<file path="src/rtl/c17_bist_pkg.sv">
`default_nettype none
// ============================================================================
// Module   : c17_bist_pkg
// Brief    : Shared types and constants for the c17 BIST sequencer.
// Revision : 1.0 - initial release
// ============================================================================
package c17_bist_pkg;

    typedef enum logic [2:0] {
        IDLE    = 3'd0,
        SEED    = 3'd1,
        APPLY   = 3'd2,
        CAPTURE = 3'd3,
        COMPARE = 3'd4,
        DONE    = 3'd5
    } bist_state_e;

    localparam int unsigned LFSR_W     = 5;
    localparam int unsigned MISR_W     = 16;
    localparam logic [15:0] MISR_POLY  = 16'h1021;
    // x^5 + x^3 + 1 feedback taps
    localparam int unsigned LFSR_TAP_A = 4;
    localparam int unsigned LFSR_TAP_B = 2;

endpackage : c17_bist_pkg
`default_nettype wire

</file>
<file path="src/rtl/bist_misr.sv">
`default_nettype none
// ============================================================================
// Module   : bist_misr
// Brief    : 16-bit multiple-input signature register absorbing 2 CUT outputs.
// Revision : 1.0 - initial release
// ============================================================================
module bist_misr
    import c17_bist_pkg::*;
(
    input  logic              clk,
    input  logic              rst,
    input  logic              clear,
    input  logic              enable,
    input  logic [1:0]        din,
    output logic [MISR_W-1:0] sig
);

    logic [MISR_W-1:0] r_sig;
    logic [MISR_W-1:0] w_next;

    assign w_next = {r_sig[MISR_W-2:0], 1'b0}
                  ^ (r_sig[MISR_W-1] ? MISR_POLY : '0)
                  ^ {{(MISR_W-2){1'b0}}, din};

    always_ff @(posedge clk or posedge rst) begin
        if (rst) begin
            r_sig <= '0;
        end else if (clear) begin
            r_sig <= '0;
        end else if (enable) begin
            r_sig <= w_next;
        end
    end

    assign sig = r_sig;

endmodule : bist_misr
`default_nettype wire

</file>
<file path="src/rtl/c17_bist_ctrl.sv">
`default_nettype none
// ============================================================================
// Module   : c17_bist_ctrl
// Brief    : LFSR/MISR BIST sequencer for the c17 benchmark block.
//            Optional all-zero extra vector: define BIST_ZERO_PATTERN_EN.
// Revision : 1.0 - initial release
// ============================================================================
module c17_bist_ctrl
    import c17_bist_pkg::*;
#(
    parameter int          NUM_PATTERNS  = 31,
    parameter int          SETTLE_CYCLES = 1,
    parameter logic [4:0]  LFSR_SEED     = 5'b00001,
    parameter logic [15:0] GOLDEN_SIG    = 16'h0000
) (
    input  logic              clk,
    input  logic              rst,
    input  logic              start,
    input  logic              abort,
    output logic [LFSR_W-1:0] cut_in,
    input  logic [1:0]        cut_out,
    output logic              busy,
    output logic              done,
    output logic              pass,
    output logic [MISR_W-1:0] signature,
    output logic [4:0]        pat_idx
);

    localparam logic [2:0] ST_IDLE    = 3'(IDLE);
    localparam logic [2:0] ST_SEED    = 3'(SEED);
    localparam logic [2:0] ST_APPLY   = 3'(APPLY);
    localparam logic [2:0] ST_CAPTURE = 3'(CAPTURE);
    localparam logic [2:0] ST_COMPARE = 3'(COMPARE);
    localparam logic [2:0] ST_DONE    = 3'(DONE);

    logic [2:0]        r_state;
    logic [LFSR_W-1:0] r_lfsr;
    logic [LFSR_W-1:0] r_cut_in;
    logic              r_pass;
    logic [4:0]        r_pat_idx;
    logic [3:0]        r_settle;
`ifdef BIST_ZERO_PATTERN_EN
    logic              r_zero;
`endif

    logic [LFSR_W-1:0] w_lfsr_next;
    logic              w_busy;
    logic              w_last_lfsr;
    logic              w_settle_done;
    logic [MISR_W-1:0] w_sig;

    assign w_lfsr_next   = {r_lfsr[LFSR_W-2:0], r_lfsr[LFSR_TAP_A] ^ r_lfsr[LFSR_TAP_B]};
    assign w_busy        = (r_state == ST_SEED)    || (r_state == ST_APPLY) ||
                           (r_state == ST_CAPTURE) || (r_state == ST_COMPARE);
    assign w_last_lfsr   = (r_pat_idx == 5'(NUM_PATTERNS - 1));
    assign w_settle_done = (r_settle == 4'(SETTLE_CYCLES - 1));

    always_ff @(posedge clk or posedge rst) begin
        if (rst) begin
            r_state   <= ST_IDLE;
            r_lfsr    <= '0;
            r_cut_in  <= '0;
            r_pass    <= 1'b0;
            r_pat_idx <= '0;
            r_settle  <= '0;
`ifdef BIST_ZERO_PATTERN_EN
            r_zero    <= 1'b0;
`endif
        end else if (abort && w_busy) begin
            r_state  <= ST_IDLE;
            r_cut_in <= '0;
            r_pass   <= 1'b0;
            r_settle <= '0;
`ifdef BIST_ZERO_PATTERN_EN
            r_zero   <= 1'b0;
`endif
        end else begin
            case (r_state)
                ST_IDLE: begin
                    if (start) begin
                        r_state <= ST_SEED;
                    end
                end
                ST_SEED: begin
                    r_lfsr    <= LFSR_SEED;
                    r_cut_in  <= LFSR_SEED;
                    r_pat_idx <= '0;
                    r_pass    <= 1'b0;
                    r_settle  <= '0;
                    r_state   <= ST_APPLY;
                end
                ST_APPLY: begin
                    if (w_settle_done) begin
                        r_settle <= '0;
                        r_state  <= ST_CAPTURE;
                    end else begin
                        r_settle <= r_settle + 4'd1;
                    end
                end
                ST_CAPTURE: begin
                    r_lfsr <= w_lfsr_next;
`ifdef BIST_ZERO_PATTERN_EN
                    // pat_idx stays at NUM_PATTERNS after the zero vector so it cannot wrap
                    if (r_zero) begin
                        r_zero   <= 1'b0;
                        r_cut_in <= '0;
                        r_state  <= ST_COMPARE;
                    end else if (w_last_lfsr) begin
                        r_zero    <= 1'b1;
                        r_cut_in  <= '0;
                        r_pat_idx <= r_pat_idx + 5'd1;
                        r_state   <= ST_APPLY;
                    end else begin
`else
                    if (w_last_lfsr) begin
                        r_cut_in  <= '0;
                        r_pat_idx <= r_pat_idx + 5'd1;
                        r_state   <= ST_COMPARE;
                    end else begin
`endif
                        r_cut_in  <= w_lfsr_next;
                        r_pat_idx <= r_pat_idx + 5'd1;
                        r_state   <= ST_APPLY;
                    end
                end
                ST_COMPARE: begin
                    r_pass  <= (w_sig == GOLDEN_SIG);
                    r_state <= ST_DONE;
                end
                ST_DONE: begin
                    r_state <= ST_IDLE;
                end
                default: begin
                    r_state <= ST_IDLE;
                end
            endcase
        end
    end

    // Abort suppresses both the clear and the capture in its cycle
    bist_misr u_misr (
        .clk    (clk),
        .rst    (rst),
        .clear  ((r_state == ST_SEED) && !abort),
        .enable ((r_state == ST_CAPTURE) && !abort),
        .din    (cut_out),
        .sig    (w_sig)
    );

    assign cut_in    = r_cut_in;
    assign busy      = w_busy;
    assign done      = (r_state == ST_DONE);
    assign pass      = r_pass;
    assign signature = w_sig;
    assign pat_idx   = r_pat_idx;

endmodule : c17_bist_ctrl
`default_nettype wire

</file>
<file path="config.mk">
export PLATFORM = sky130hd
export DESIGN_NAME = c17_bist_ctrl
export DESIGN_NICKNAME = d
export VERILOG_FILES = /design/src/rtl/c17_bist_pkg.sv /design/src/rtl/bist_misr.sv /design/src/rtl/c17_bist_ctrl.sv
export SDC_FILE = /design/constraint.sdc
export NUM_CORES = 1
export LEC_CHECK = 0
export ABC_CLOCK_PERIOD_IN_PS = 2100
export BUFFER_PORTS_ARGS = -buffer_cell sky130_fd_sc_hd__buf_4
export CAP_MARGIN = 0
export CORE_ASPECT_RATIO = 0.5
export CORE_MARGIN = 10
export CORE_UTILIZATION = 53
export DETAILED_ROUTE_END_ITERATION = 7
export PLACE_DENSITY_LB_ADDON = 0.08
export SLEW_MARGIN = 20
export SYNTH_ARGS = -nofsm -noshare
export SYNTH_HDL_FRONTEND = slang
export SYNTH_HIERARCHICAL = 1
export SYNTH_SLANG_ARGS = --single-unit
</file>
<file path="constraint.sdc">
create_clock -name clk -period 2.1 [get_ports clk]
set_input_delay 0.21 -clock clk [delete_from_list [all_inputs] [get_ports clk]]
set_output_delay 0.21 -clock clk [all_outputs]
set_load 0.02 [all_outputs]
</file>
Word-level counts from Yosys, hierarchy flattened
Index checks and enable logic that the tools add are counted.
{ "word_totals": {"mem_count": 0, "ram_bits": 0, "mem_bits_ro": 0, "ff_bits": 39, "out_inout_bits": 29, "latch_bits": 0} }
{ "op_classes": {"shifts": 0, "n_eq_ne": 8, "n_addsub": 2, "muxes": 18, "n_mul": 0, "div": 0, "bitwise": 4, "magnitude_cmp": 0, "n_reduce_logical": 17} }
{ "op_table": {"columns": ["op", "count"], "rows": [
  ["two-way mux 16 bit", 2],
  ["case mux 5 bit (2 select lines)", 3],
  ["logical NOT 16 bit", 1],
  ["bitwise XOR 16 bit", 1],
  ["bitwise XOR 16 x 2 -> 16 bit", 1],
  ["case mux 3 bit (5 select lines)", 1],
  ["two-way mux 13 bit", 1],
  ["two-way mux 3 bit", 4],
  ["two-way mux 5 bit", 2],
  ["nonzero test 3 bit", 3],
  ["two-way mux 4 bit", 2],
  ["case mux 4 bit (2 select lines)", 1],
  ["equality test 3 x 2 -> 1 bit, second input constant", 2],
  ["equality test 3 bit, second input constant", 2],
  ["adder 5 x 1 -> 5 bit, second input constant", 1],
  ["equality test 5 bit, second input constant", 1],
  ["adder 4 x 1 -> 4 bit, second input constant", 1],
  ["logical NOT 4 bit", 1],
  ["AND reduction 2 bit", 2],
  ["nonzero test 2 bit", 2],
  ["equality test 3 x 1 -> 1 bit, second input constant", 1],
  ["logical AND 1 bit", 3],
  ["logical NOT 3 bit", 1],
  ["logical OR 1 bit", 3],
  ["other kinds (7)", 7]
]} }

Depth between registers and ports, before layout
Gate-level depths: netlist of run 1.
{ "logic_depth": {"ltp_word": 7, "depth_mapped": 6} }

Cells and area by module
Netlist of run 1, hierarchy kept.
{ "modules_own_cells": {"columns": ["module", "area_per_inst_um2", "instances", "cells_per_inst", "seq_area_each_um2"], "rows": [
  ["c17_bist_ctrl", 1256.2, 1, 131, 575.6],
  ["bist_misr", 689.4, 1, 57, 400.4]
]} }

Worst setup path before layout of run 1
Ideal clock, no wire load.
{ "synth_path": {"kind": "register to register", "startpoint": "register r_state[1]", "endpoint": "register u_misr.r_sig[10], in the netlist u_misr/sig[10]", "required_ps": 1979, "arrival_ps": 1381, "setup_time_ps": 121, "slack_ps": 598, "path_stages_with_launch": 6, "path_buffers": 3, "period_less_slack_ps": 1502, "path_cell_list": "dfrtp_1 -> buf_2 -> nor3_1 -> clkbuf_2 -> buf_2 -> nor2_1"} }
{ "synth_via": {"elab_chain_cells": 3, "elab_cells_between_ends": 6, "classes_between": "2 x eq/ne; 1 x mux; 3 x reduce/logical"} }
{ "synth_lines": {"columns": ["item", "line_no", "rtl"], "rows": [
  ["from (decl)", "c17_bist_ctrl.sv:36", "logic [2:0] r_state;"],
  ["from (signal assigned)", "c17_bist_ctrl.sv:60", "r_state <= ST_IDLE;"],
  ["from (signal assigned)", "c17_bist_ctrl.sv:70", "r_state <= ST_IDLE;"],
  ["from (signal assigned)", "c17_bist_ctrl.sv:81", "r_state <= ST_SEED;"],
  ["equality test 3 x 1 -> 1 bit or equality test 3 x 2 -> 1 bit (tied branches)", "c17_bist_ctrl.sv:144, c17_bist_ctrl.sv:145", null],
  ["logical AND 1 bit, on equally long branches", "c17_bist_ctrl.sv:144, c17_bist_ctrl.sv:145", null],
  ["two-way mux 16 bit or nonzero test 2 bit (tied branches)", null, null],
  ["to (signal assigned)", "bist_misr.sv:31", "r_sig <= w_next;"],
  ["to (decl)", "bist_misr.sv:18", "logic [MISR_W-1:0] r_sig;"]
]} }
Parallel ways exist; a longest one is shown, timed or not.
A chain may end at the register's enable or synchronous reset.

Worst setup path after layout of run 1
{ "layout_path": {"startpoint": "register r_state[1]", "endpoint": "output port busy"} }
{ "layout_via": {"elab_chain_cells": 4, "elab_cells_between_ends": 7, "classes_between": "4 x eq/ne; 3 x reduce/logical"} }
{ "layout_lines": {"columns": ["item", "line_no", "rtl"], "rows": [
  ["equality test 3 x 1 -> 1 bit or equality test 3 x 2 -> 1 bit (tied branches)", "c17_bist_ctrl.sv:53", "assign w_busy = (r_state == ST_SEED) || (r_state == ST_APPLY) ||"],
  ["logical OR 1 bit (2 in a row)", "c17_bist_ctrl.sv:53", null],
  ["logical OR 1 bit *", "c17_bist_ctrl.sv:54", "(r_state == ST_CAPTURE) || (r_state == ST_COMPARE);"],
  ["to (decl)", "c17_bist_ctrl.sv:22", "output logic busy,"]
]} }
Every way passes the cells marked *; elsewhere a longest branch is shown, timed or not.

==> results of run 1 <==
state kept, by name (all words and copies together) (netlist names):
name,flops
u_misr/sig,16
r_state,3
r_settle,4
pass,1
r_lfsr,5
cut_in,5
pat_idx,5
stage by stage:
step                      hold WS [ns]  total power (uW)  area, um2  cells  setup WS, ns
final                           0.2034              2358       2376    278        0.3619
after global routing            0.2253              2484       2376    278        0.2548
after CTS                       0.1987              2378       2376    278        0.3540
after detailed placement        0.2843              1745       2253    269        0.5056
after global placement          0.2787              1731       2253    269        0.5228
after floorplan                 0.1237              1460       1946    188        0.5980
cell type report:
cell class | instances | area, um2 | share of cell area (%)
tap | 51 | 63.81 | 2.686
timing repair buffer | 41 | 310.3 | 13.06
clock inverter | 3 | 43.79 | 1.843
clock buffer | 5 | 68.82 | 2.896
sequential | 39 | 975.9 | 41.07
inverter | 8 | 30.03 | 1.264
multi-input combinational | 131 | 883.3 | 37.18
cell usage after synthesis (3+ instances only):
master,number
o21ai_0,6
a211oi_1,3
dfrtp_1,39
a22o_1,10
xnor2_1,7
nor2_1,25
nand2b_1,3
a31oi_1,3
mux2i_1,12
o21ai_1,6
buf_2,6
a21oi_1,5
ha_1,4
a211oi_2,3
or3_1,3
inv_1,6
nand2_1,10
nor4_1,6
critical path, delay by kind of cell, from the launching register on:
| kind | cells | cell delay (ns) |
|---|---|---|
| AND/OR/NAND/NOR | 1 | 0.26 |
| flip-flops | 1 | 0.38 |
| buffers and inverters | 2 | 0.39 |
| XOR/XNOR | 1 | 0.20 |
routing by layer:
layer	wire, um	vias up	global-route usage, %
li1	-	739	-
met1	1998	751	17.11
met2	2015	34	20.02
met3	276	7	5.041
met5	0	-	0
met4	60	0	5.537
report_power, final:
| group | leakage, uW | internal [uW] | switching (uW) |
|---|---|---|---|
| Clock | 0.0000581 | 354 | 271 |
| Combinational | 0.000556 | 308 | 426 |
| Sequential | 0.000532 | 867 | 132 |
repair_timing:
| item | CTS | global route |
|---|---|---|
| hold buffers | 1 | 0 |
| endpoints found under the hold margin | 23 | 0 |
| setup endpoints to repair | 0 | 0 |
| gates resized for setup | 0 | 0 |
logic make-up (layout without fill, tap and decap cells):
logic type,Yosys count,in the layout
AND/OR/NAND/NOR,62,62
AO/OA/AOI/OAI,44,44
flip-flops,39,39
buffers and inverters,18,57
multiplexers,12,12
XOR/XNOR,9,9
adder cells (fa/ha/maj),4,4
path summary, 6_finish.rpt:
path                       cells past startpoint  startpoint  slack (ns)             end
min reg2reg                                    1   cut_in[0]        0.52       cut_in[0]
max                                            4  r_state[1]        0.36            busy
min                                            3  cut_out[1]        0.20   u_misr/sig[1]
max in group asynchronous                      3         rst        1.16  u_misr/sig[11]
max reg2reg                                    5  r_state[2]        0.46  u_misr/sig[13]
min in group asynchronous                      4         rst        0.53      pat_idx[0]
==> results.py, run 1 <==
metrics = {
    "status": {
        "status": "complete, no violations",
    },
    "route": {
        "wl_per_cell_um": 15.65,
        "via_per_inst": 5.507,
        "drc_errors": 0,
        "antenna_left": 0,
        "dr_total_vias": 1531,
        "drtIter0Drc": 47,
        "first_pass_iters": 4,
        "drt_wl_total_mm": 4.351,
    },
    "floorplanning": {
        "io_pins": 35,
        "rows": 15,
        "core_area_mm2": 0.003491,
        "die_h_um": 62.85,
        "start_util_pct": 55.73,
        "die_area_mm2": 0.006642,
        "die_w_um": 105.7,
    },
    "worst_setup_path": {
        "setup.worst_path.end_class": "output port",
        "path_common_cell": "buf_4",
        "critPathMaxStageDelay_ns": 0.38,
        "crit_chain": "buf_4, nor2_2, xnor2_1, buf_4",
        "cp.arrival_ns": 1.53,
        "critPathMaxFanout": 22,
        "criticalPathCategory": "register to output port",
        "cp_slowest_cell": "dfrtp_1",
        "startpoint_type": "register",
        "critical_path_required_ns": 1.89,
    },
    "global_routing": {
        "grt_first_pass_wirelength_mm": 7.431,
        "grt_overflow_total": 0,
        "grt_pass1_vias": 1492,
        "grt_use_total_pct": 13.47,
        "antenna_found_initial": 0,
        "grt_max_degree": 24,
    },
    "placement": {
        "dp_hpwl_mm": 3.052,
        "port-buffer-count": 34,
        "globalplace.congestion": 0.8703,
    },
    "layout": {
        "layout.nets": 236,
        "final_cell_mix": "buf_4, dfrtp_1, nor2_1",
        "diodes": 0,
        "drive_gt1_share_pct": 25.55,
        "finish.utilization_pct": 68.06,
        "fillCellCount": 283,
        "syn_to_final_growth_pct": 22.12,
        "layout_commonest_cell": "buf_4",
    },
    "logic_synthesis": {
        "synth_edf_count": 0,
        "synth_nets": 198,
        "avgSynthCellArea_um2": 10.35,
        "synth_xor_xnor_area_share_pct": 4.051,
        "yosys-top-cells-area": "dfrtp_1, mux2i_1, nor2_1, a22o_1, xnor2_1",
        "synth_top_cell_by_area": "dfrtp_1",
        "synth_area_mm2": 0.001946,
        "postSynthCellCount": 188,
        "synth-simple-area-share_pct": 16.01,
        "ys_ff_latch": 39,
        "synthAdderAreaFrac_pct": 2.572,
        "synthFlopType": "dfrtp_1",
        "synth_seq_area_share_pct": 50.16,
        "async_flop_share_pct": 100.0,
        "synthDistinctLibCells": 40,
        "synth_top_area_share_pct": 50.16,
        "synth_compound_area_share_pct": 16.33,
        "synth_top_family_by_area": "compound AO/OA/AOI/OAI gates",
        "yosysWarnings": 6,
        "synth_mux_area_share_pct": 6.174,
    },
    "job": {
        "cap_violations": 0,
    },
    "clock_network": {
        "cts_setup_buffers": 0,
        "cts_root_buf": "clkbuf_8",
        "clk_path_buf_depth": 2,
        "cts_tree": "yes",
        "path_clk_slew_ns": 0.08,
        "cts-htree-levels": 2,
        "cts_buffers": 5,
        "clkLatencyLatePin_ns": 0.29,
        "cts_sinks": 39,
    },
    "hold_path": {
        "hold_class": "input pin to register",
    },
    "timing": {
        "hold_viol": 0,
        "final_max_slew_viol_count": 0,
        "fin_crit_sh_pct": 82.76,
        "fin_skew_ns": 0.006373,
        "max_freq_mhz": 575.4,
        "relSlewSlack_pct": 60.26,
        "setup_viol": 0,
        "rsz0062_at_grt": "no",
        "finalCriticalPeriod_ns": 1.738,
        "worst_pin_slew_ns": 0.5954,
        "fin_tns_setup_ns": 0,
    },
    "pwr": {
        "power_leakage_uw": 0.001146,
        "powerDensity_mw_per_mm2": 992.3,
        "ir_drop_uv": 480.4,
    },
}
Power figures use the tool's default switching activity.
==> run 2: changes to the inputs <==
Settings changed: ABC_AREA from default to 1, ABC_CLOCK_PERIOD_IN_PS 2100 to 1800.
Clock period 2.1 ns to 1.8 ns, I/O delays scaled along.
==> results.py, run 2 <==
metrics = {
    "status": {
        "status": "complete, no violations",
    },
    "worst_setup_path": {
        "startpoint_type": "register",
        "critPathMaxStageDelay_ns": 0.44,
        "r2r-start": "r_state[0]",
        "critical_path_required_ns": 2.00,
        "criticalPathCategory": "register to register",
        "critPathMaxFanout": 14,
        "cp_slowest_cell": "dfrtp_1",
        "crit_chain": "nand2_1, nor2_2, inv_2, nor2_8, nor2_2, inv_1, o21ai_0",
        "path_common_cell": "nor2_2",
        "setup.worst_path.end_class": "register",
        "cp.arrival_ns": 1.77,
        "reg2regPathDepth": 7,
        "r2r_end": "u_misr/sig[4]",
        "r2r_setup_slack_ns": 0.24,
    },
    "pwr": {
        "sequentialPowerShare_pct": 36.8,
        "swShare_pct": 40.22,
        "power_leakage_uw": 0.001349,
        "switching_power_uw": 1401,
        "intPower_uw": 2082,
        "pwr-share-comb_pct": 38.2,
        "powerDensity_mw_per_mm2": 1430,
        "ir_drop_uv": 610.5,
        "clockPowerShare_pct": 25.0,
    },
    "layout": {
        "layout_commonest_cell": "nand2_1",
        "final_cell_mix": "nand2_1, dfrtp_1, buf_4",
        "syn_to_final_growth_pct": 22.92,
        "multi_input_area_um2": 859.6,
        "fillCellCount": 287,
        "diodes": 0,
        "finish.utilization_pct": 69.41,
        "drive_gt1_share_pct": 19.39,
        "layout.nets": 303,
        "regArea_um2": 975.9,
        "largest_reg_flops": 16,
    },
    "route": {
        "antenna_left": 0,
        "dr_total_vias": 1734,
        "via_per_inst": 5.026,
        "drc_errors": 0,
        "wl_per_cell_um": 13.37,
        "drtIter0Drc": 100,
        "first_pass_iters": 4,
        "drt_wl_total_mm": 4.612,
    },
    "clock_network": {
        "clk_path_buf_depth": 2,
        "cts_tree": "yes",
        "cts_buffers": 5,
        "cts_sinks": 39,
        "cts_root_buf": "clkbuf_8",
        "clkLatencyLatePin_ns": 0.29,
        "cts-htree-levels": 2,
        "path_clk_slew_ns": 0.08,
    },
    "floorplanning": {
        "io_pins": 35,
        "core_area_mm2": 0.003510,
        "die_h_um": 63.24,
        "die_area_mm2": 0.006734,
        "start_util_pct": 56.47,
        "rows": 15,
        "die_w_um": 106.5,
    },
    "logic_synthesis": {
        "yosysWarnings": 6,
        "avgSynthCellArea_um2": 7.896,
        "synthDistinctLibCells": 24,
        "synth_nets": 261,
        "synth_edf_count": 0,
        "synth_top_area_share_pct": 49.24,
        "async_flop_share_pct": 100.0,
        "yosysMostFrequentCell": "nand2_1",
        "synth_common_cells": "nand2_1, dfrtp_1, inv_1, nand3_1, nor2_1",
        "synth_top_cell_by_area": "dfrtp_1",
        "postSynthCellCount": 251,
        "synthFlopType": "dfrtp_1",
        "yosys-top-cells-area": "dfrtp_1, nand2_1, nand3_1, inv_1, nor2_1",
        "synth_seq_area_share_pct": 49.24,
        "synth_area_mm2": 0.001982,
        "ys_ff_latch": 39,
    },
    "timing": {
        "worst_pin_slew_ns": 0.5989,
        "max_freq_mhz": 639.0,
        "relSlewSlack_pct": 59.76,
        "final_max_slew_viol_count": 0,
        "finalCriticalPeriod_ns": 1.565,
        "rsz0062_at_grt": "no",
        "setup_viol": 0,
        "fin_skew_ns": 0.007220,
        "fin_tns_setup_ns": 0,
        "hold_viol": 0,
        "fin_crit_sh_pct": 86.94,
    },
    "placement": {
        "dp_hpwl_mm": 3.384,
        "port-buffer-count": 34,
        "globalplace.congestion": 0.8019,
    },
    "job": {
        "cap_violations": 0,
    },
    "global_routing": {
        "grt_first_pass_wirelength_mm": 7.907,
        "grt_overflow_total": 0,
        "grt_max_degree": 24,
        "grt_use_total_pct": 14.06,
        "antenna_found_initial": 0,
        "grt_pass1_vias": 1696,
    },
    "hold_path": {
        "holdPathStages": 4,
        "worstHoldStart": "cut_out[1]",
        "hold_class": "input pin to register",
        "holdPathEnd": "u_misr/sig[1]",
    },
}
==> run 2: critical path: cells and delay by family (launching register included) <==
kind            cells  cell delay, ns
compound gates      1            0.18
buf+inv             2            0.23
flops               1            0.44
simple gates        4            0.63
==> run 2: timing repair <==
action / 4_1_cts / 5_1_grt
resized for setup: 0 / 0
endpoints found under the hold margin: 39 / 0
buffers inserted: 0 / 0
hold buffers: 1 / 0
==> run 2: metal layers <==
layer	share of wire [%]	track usage, %	wire [um]
met3	6.5	4.970	301
met1	47	18.08	2173
met5	0	0	0
met4	0.65	3.859	30
met2	46	21.78	2106
==> run 2: kinds of logic after synthesis <==
kind of cell    Yosys count  share of synthesized area (%)
simple gates            155                          35.42
buf+inv                  33                          7.386
compound gates           19                          4.987
xor+xnor                  1                         0.4420
fa+ha+maj                 4                          2.525
flops                    39                          49.24
==> run 2: final cells by class <==
class | count | share of cell area, %
Sequential cell | 39 | 40.06
Multi-Input combinational cell | 179 | 35.28
Timing Repair Buffer | 38 | 11.81
Inverter | 30 | 4.622
Clock buffer | 5 | 2.825
Clock inverter | 3 | 2.773
Tap cell | 51 | 2.619
==> run 2: worst max-delay path by stage <==
stage / startpoint / end / slack [ns] / cells past startpoint
after floorplan: r_state[2] / u_misr/sig[7] / 0.28 / 7
after global placement: r_state[2] / u_misr/sig[15] / 0.38 / 6
after CTS: r_state[2] / u_misr/sig[4] / 0.27 / 6
after detailed placement: r_state[0] / u_misr/sig[4] / 0.29 / 7
final: r_state[0] / u_misr/sig[4] / 0.24 / 7
after global routing: r_state[2] / u_misr/sig[4] / 0.09 / 6
==> run 2: per-stage QoR <==
step	setup WS [ns]	hold WS (ns)	total power (uW)	instance area (um2)	std cells
final	0.2351	0.1705	3484	2436	345
after global routing	0.08922	0.1953	3732	2436	345
after CTS	0.2674	0.1551	3507	2436	345
after detailed placement	0.2863	0.2596	2618	2290	336
after global placement	0.3759	0.2526	2585	2290	336
after floorplan	0.2799	0.09374	2174	1982	251
==> run 2: power by group through the flow <==
stage / clock network (uW) / logic [uW] / registers (uW)
final: 870 / 1330 / 1280
after global routing: 924 / 1480 / 1320
after CTS: 886 / 1340 / 1280
after detailed placement: 0 / 1320 / 1300
after global placement: 0 / 1300 / 1290
after floorplan: 0 / 751 / 1420
